===== config.mk =====
export PLATFORM = sky130hd
export DESIGN_NAME = change_dispenser
export DESIGN_NICKNAME = d
export VERILOG_FILES = /design/src/rtl/vend_pkg.sv /design/src/rtl/ack_timer.sv /design/src/rtl/change_dispenser.sv
export SDC_FILE = /design/constraint.sdc
export NUM_CORES = 1
export LEC_CHECK = 0
export ABC_AREA = 1
export BUFFER_PORTS_ARGS = -buffer_cell sky130_fd_sc_hd__buf_2
export CORE_MARGIN = 5
export CORE_UTILIZATION = 54
export CTS_CLUSTER_SIZE = 25
export DETAILED_ROUTE_END_ITERATION = 8
export GPL_TIMING_DRIVEN = 0
export PLACE_DENSITY = 0.77
export SYNTH_ARGS = -nofsm -noshare
export SYNTH_HDL_FRONTEND = slang
export SYNTH_SLANG_ARGS = --single-unit

===== constraint.sdc =====
create_clock -name clock -period 1.8 [get_ports clock]
set_input_delay 0.27 -clock clock [delete_from_list [all_inputs] [get_ports clock]]
set_output_delay 0.27 -clock clock [all_outputs]
set_load 0.01 [all_outputs]

===== src/rtl/vend_pkg.sv =====
// rtl/vend_pkg.sv - shared vending constants: unit width, state encoding, dispenser defaults
package vend_pkg;

    localparam int UNIT_W = 3;
    typedef logic [UNIT_W-1:0] unit_t;

    localparam int TMR_W = 8;

    localparam int BIG_VAL_DEF     = 5;
    localparam int SMALL_VAL       = 1;
    localparam int ACK_TIMEOUT_DEF = 15;
    localparam int GAP_CYCLES_DEF  = 2;

    localparam logic [2:0] S_IDLE     = 3'd0;
    localparam logic [2:0] S_SELECT   = 3'd1;
    localparam logic [2:0] S_WAIT_ACK = 3'd2;
    localparam logic [2:0] S_GAP      = 3'd3;
    localparam logic [2:0] S_DONE     = 3'd4;
    localparam logic [2:0] S_FAULT    = 3'd5;

endpackage


===== src/rtl/ack_timer.sv =====
// rtl/ack_timer.sv - loadable saturating down-counter shared by ack timeout and inter-coin gap
module ack_timer
    import vend_pkg::*;
(
    input  logic             clock,
    input  logic             reset,
    input  logic             load,
    input  logic [TMR_W-1:0] load_val,
    input  logic             en,
    output logic             expired
);

    logic [TMR_W-1:0] count;

    always_ff @(posedge clock) begin
        if (!reset) begin
            count <= '0;
        end else if (load) begin
            count <= load_val;
        end else if (en && count != '0) begin
            count <= count - 1'b1;
        end
    end

    // Loaded with N-1 so expired is seen during the N-th counted cycle.
    assign expired = (count == '0);

endmodule


===== src/rtl/change_dispenser.sv =====
// rtl/change_dispenser.sv - greedy two-denomination change payout with ack timeout and sticky fault
module change_dispenser
    import vend_pkg::*;
#(
    parameter int BIG_VAL     = BIG_VAL_DEF,
    parameter int ACK_TIMEOUT = ACK_TIMEOUT_DEF,
    parameter int GAP_CYCLES  = GAP_CYCLES_DEF
) (
    input  logic              clock,
    input  logic              reset,
    input  logic [UNIT_W-1:0] VF,
    input  logic              vf_valid,
    output logic              vf_ready,
    output logic              hop_big_req,
    output logic              hop_small_req,
    input  logic              hop_ack,
    input  logic              fault_clr,
    output logic              busy,
    output logic              done,
    output logic              fault,
    output logic [UNIT_W-1:0] remaining
);

    localparam unit_t BIG_U   = unit_t'(BIG_VAL);
    localparam unit_t SMALL_U = unit_t'(SMALL_VAL);
    localparam logic [TMR_W-1:0] ACK_LOAD = TMR_W'(ACK_TIMEOUT - 1);
    localparam logic [TMR_W-1:0] GAP_LOAD = (GAP_CYCLES > 0) ? TMR_W'(GAP_CYCLES - 1) : '0;

    logic [2:0]       state, state_nxt;
    logic             coin_big;
    unit_t            rem_dec;
    logic             tmr_load, tmr_en, tmr_expired;
    logic [TMR_W-1:0] tmr_val;

    ack_timer u_timer (
        .clock    (clock),
        .reset    (reset),
        .load     (tmr_load),
        .load_val (tmr_val),
        .en       (tmr_en),
        .expired  (tmr_expired)
    );

    assign rem_dec = remaining - (coin_big ? BIG_U : SMALL_U);

    always_comb begin
        state_nxt = state;
        tmr_load  = 1'b0;
        tmr_val   = '0;
        tmr_en    = 1'b0;
        case (state)
            S_IDLE: begin
                if (vf_valid) begin
                    state_nxt = (VF == '0) ? S_DONE : S_SELECT;
                end
            end
            S_SELECT: begin
                state_nxt = S_WAIT_ACK;
                tmr_load  = 1'b1;
                tmr_val   = ACK_LOAD;
            end
            S_WAIT_ACK: begin
                // An ack on the expiring edge still wins over the timeout.
                if (hop_ack) begin
                    if (rem_dec == '0) begin
                        state_nxt = S_DONE;
                    end else if (GAP_CYCLES == 0) begin
                        state_nxt = S_SELECT;
                    end else begin
                        state_nxt = S_GAP;
                        tmr_load  = 1'b1;
                        tmr_val   = GAP_LOAD;
                    end
                end else if (tmr_expired) begin
                    state_nxt = S_FAULT;
                end else begin
                    tmr_en = 1'b1;
                end
            end
            S_GAP: begin
                if (tmr_expired) begin
                    state_nxt = S_SELECT;
                end else begin
                    tmr_en = 1'b1;
                end
            end
            S_DONE: state_nxt = S_IDLE;
            S_FAULT: begin
                if (fault_clr) begin
                    state_nxt = S_IDLE;
                end
            end
            default: state_nxt = S_IDLE;
        endcase
    end

    always_ff @(posedge clock) begin
        if (!reset) begin
            state     <= S_IDLE;
            remaining <= '0;
            coin_big  <= 1'b0;
        end else begin
            state <= state_nxt;
            case (state)
                S_IDLE:     if (vf_valid) remaining <= VF;
                S_SELECT:   coin_big <= (remaining >= BIG_U);
                S_WAIT_ACK: if (hop_ack) remaining <= rem_dec;
                S_FAULT:    if (fault_clr) remaining <= '0;
                default:    ;
            endcase
        end
    end

    assign vf_ready      = (state == S_IDLE);
    assign busy          = (state != S_IDLE);
    assign done          = (state == S_DONE);
    assign fault         = (state == S_FAULT);
    assign hop_big_req   = (state == S_WAIT_ACK) &&  coin_big;
    assign hop_small_req = (state == S_WAIT_ACK) && !coin_big;

endmodule


==> metrics <==
CTS sink cnt=15; LEAKAGE=0.560 nW; crit-path most repeated cell=inv_1; Final Hold Viols=0; RSZ-0062 raised after global routing=no; fin crit period=1520 ps; met3 routed WL=102 um; post-DP HPWL=1.61 mm; initial core utilization=57.7%; Final nets=180; Clock Skew=3.42 ps; Slowest-stage cell, CP=dfxtp_1; Arrival @ worst endpoint=1710 ps; post-DR vias/cell=5.08; Antenna Cells=0; first-pass GRT wire length=3.58 mm; Sum Neg Setup Slack=0 ps; chip width=53.2 um; Die Area=2830 um2; Clock transition at path regs=90 ps; Syn Nets=159; initial antenna violation count=0; Residual DRC=0; Worst R2R Setup Slack=280 ps; Placed Area=1120 um2; row count=15; largest family of logic cells by synthesized area=simple AND/OR/NAND/NOR gates; Worst Hold Class=in -> reg; relative slew slack=79.0%; worst hold endpoint=state[1]$_SDFFE_PN0P_; hold path cells=3; Post-Synthesis Cells=146; CP Class=reg -> reg; fillers=174; Post-Syn Area=1010 um2; largest net degree at the start of global routing=9; Setup Fix Bufs, Post-CTS=0; measured slew at the worst slew-check pin=315 ps; vias in the first global route=872; mux contribution to synthesized area=0%; Root Driver=clkbuf_4; Synth Register Bits=15; Critical Path RT=1990 ps; worst-case clock buffer depth=2; Max IR drop VDD=0.000892 V; CORE AREA=1750 um2; period utilization=84.5%; Setup WS pre-CTS=301 ps; Critical R2R Launch=remaining[0]$_SDFFE_PN0P_; Die Y=53.2 um; Post-Synth XOR/XNOR Area=4.35%; total number of vias=971; max cap viols=0; max-slew violation count=0; Avg WL per Cell=10.9 um; CTS tree=done; CP startpoint kind=flop; hold_buf cts=0; RD Place Congestion=0.765; register cell area after layout=300 um2; Fmax achieved=0.657 GHz; drt total wl=2.09 mm; Pwr per Cell Area=1600 nW/um2; Post-CTS Resized=0; sequential fraction of the synthesis area=29.8%; commonest non-fill, non-tap cells in the layout=inv_1, nand2_1, nor2_1; # IOs=17; Post-Synth Simple-Gate Area=36.4%; Final ANT Viol Nets=0; reg2reg end=u_timer.count[3]$_SDFFE_PN0P_; total CTS buffers=3; Final setup viols=0; wl on met1=880 um; CP Capture Type=flop; area of the multi-input gates=602 um2; layout cell share with drive strength beyond 1=26.5%; Post-Synthesis Mean Instance Area=6.90 um2; total track usage=17.4%; design area=1140 um2; Top Layer Used=met4; CTS H-Tree Depth=1; Worst R2R Path Depth=10; Clk Latency, worst-skew pair=290 ps; Syn. warnings=0; most common cell after layout, fill and taps aside=inv_1; remaining global-route overflow=0; final worst slack=279 ps; compound-gate portion of the synthesized area=12.8%; Yosys cell types=24; hold path start=reset; status=completed; Synth Area in Adders=6.21%; Cell Chain, Critical Path=inv_1, ha_1, inv_1, nand2_1, nand3_1, nand3_2, o21ai_1, nor2_1, nand2_1, inv_1; drt pass-1 iters=4; met2 wire length=1.06 mm; worst-path maximum fanout=8; Port-buffer cells=16; Initial DRC Count=12; CP max stage delay=450 ps; Area Overhead vs Synth=13.7%
==> power breakdown <==
| part | leakage, nW | total, W | internal (W) | switching (W) |
|---|---|---|---|---|
| combinational | 0.423 | 0.00110 | 0.000405 | 0.000700 |
| sequential | 0.123 | 0.000526 | 0.000432 | 0.0000939 |
| clock | 0.0150 | 0.000198 | 0.0000862 | 0.000111 |
| total | 0.560 | 0.00183 | 0.000923 | 0.000905 |
==> Yosys cell counts <==
cell | number | area, um2
inv_1 | 23 | 86.3
nand2_1 | 21 | 78.8
nor2_1 | 19 | 71.3
dfxtp_1 | 15 | 300
nand3_1 | 10 | 50.1
nand2_2 | 6 | 37.5
o21ai_0 | 6 | 30.0
ha_1 | 5 | 62.6
inv_2 | 5 | 18.8
xor2_1 | 5 | 43.8
a21oi_1 | 4 | 20.0
nand3_2 | 3 | 30.0
nand4_1 | 3 | 18.8
nor2_2 | 3 | 18.8
nor2_4 | 3 | 33.8
o21ai_1 | 3 | 15.0
a21oi_2 | 2 | 17.5
nor3_1 | 2 | 10.0
o21ai_2 | 2 | 17.5
o22ai_1 | 2 | 12.5
nand3b_1 | 1 | 7.51
nor3_2 | 1 | 10.0
o311ai_0 | 1 | 8.76
o31ai_1 | 1 | 7.51
==> worst max-delay path by stage <==
stage | start | slack (ps) | cells after the start | to
6_report | remaining[0]$_SDFFE_PN0P_ | 280 | 10 | u_timer.count[3]$_SDFFE_PN0P_
5_1_grt | remaining[0]$_SDFFE_PN0P_ | 90 | 10 | u_timer.count[2]$_SDFFE_PN0P_
4_1_cts | remaining[0]$_SDFFE_PN0P_ | 280 | 10 | u_timer.count[3]$_SDFFE_PN0P_
2_1_floorplan | remaining[0]$_SDFFE_PN0P_ | 410 | 10 | u_timer.count[2]$_SDFFE_PN0P_
3_5_place_dp | remaining[0]$_SDFFE_PN0P_ | 300 | 10 | u_timer.count[3]$_SDFFE_PN0P_
3_3_place_gp | remaining[0]$_SDFFE_PN0P_ | 360 | 10 | u_timer.count[2]$_SDFFE_PN0P_
==> stage by stage <==
step / hold WS (ps) / std cells / total power [W] / utilization, %
2_1_floorplan: 368 / 146 / 0.00138 / -
3_3_place_gp: 484 / 187 / 0.00160 / 64.1
3_5_place_dp: 492 / 187 / 0.00164 / 64.1
4_1_cts: 243 / 191 / 0.00185 / 65.6
5_1_grt: 247 / 191 / 0.00203 / 65.6
6_report: 245 / 191 / 0.00183 / 65.6
==> area by class of cell <==
class / count / share of cell area [%]
Multi-Input combinational cell: 103 / 52.6
Sequential cell: 15 / 26.2
Inverter: 28 / 9.18
Timing Repair Buffer: 16 / 6.99
Tap cell: 25 / 2.73
Clock buffer: 4 / 2.30
==> sequential cells by signal, summed over array words and instances (netlist names) <==
| register | cells |
|---|---|
| state | 3 |
| u_timer.count | 8 |
| coin_big | 1 |
| remaining | 3 |
==> worst max-delay path: cells and delay by family, from the launching register on <==
kind / cells / cell delay, ps
adder cells (fa/ha/maj): 1 / 210
AND/OR/NAND/NOR: 5 / 470
buffers and inverters: 3 / 160
AO/OA/AOI/OAI: 1 / 130
flip-flops: 1 / 450
==> cell families after synthesis <==
kind of cell / after synthesis
buffers and inverters: 28
xor gates and xnor gates: 5
AOI/OAI and AO/OA: 21
DFF: 15
adders and majority gates: 5
and+or+nand+nor: 72
==> metal layers <==
layer / global-route usage [%] / up-vias
li1: - / 506
met1: 19.0 / 437
met2: 30.4 / 22
met3: 5.92 / 6
met4: 7.23 / 0
met5: 0 / -
Note: power is estimated with default switching activity, not from simulation.
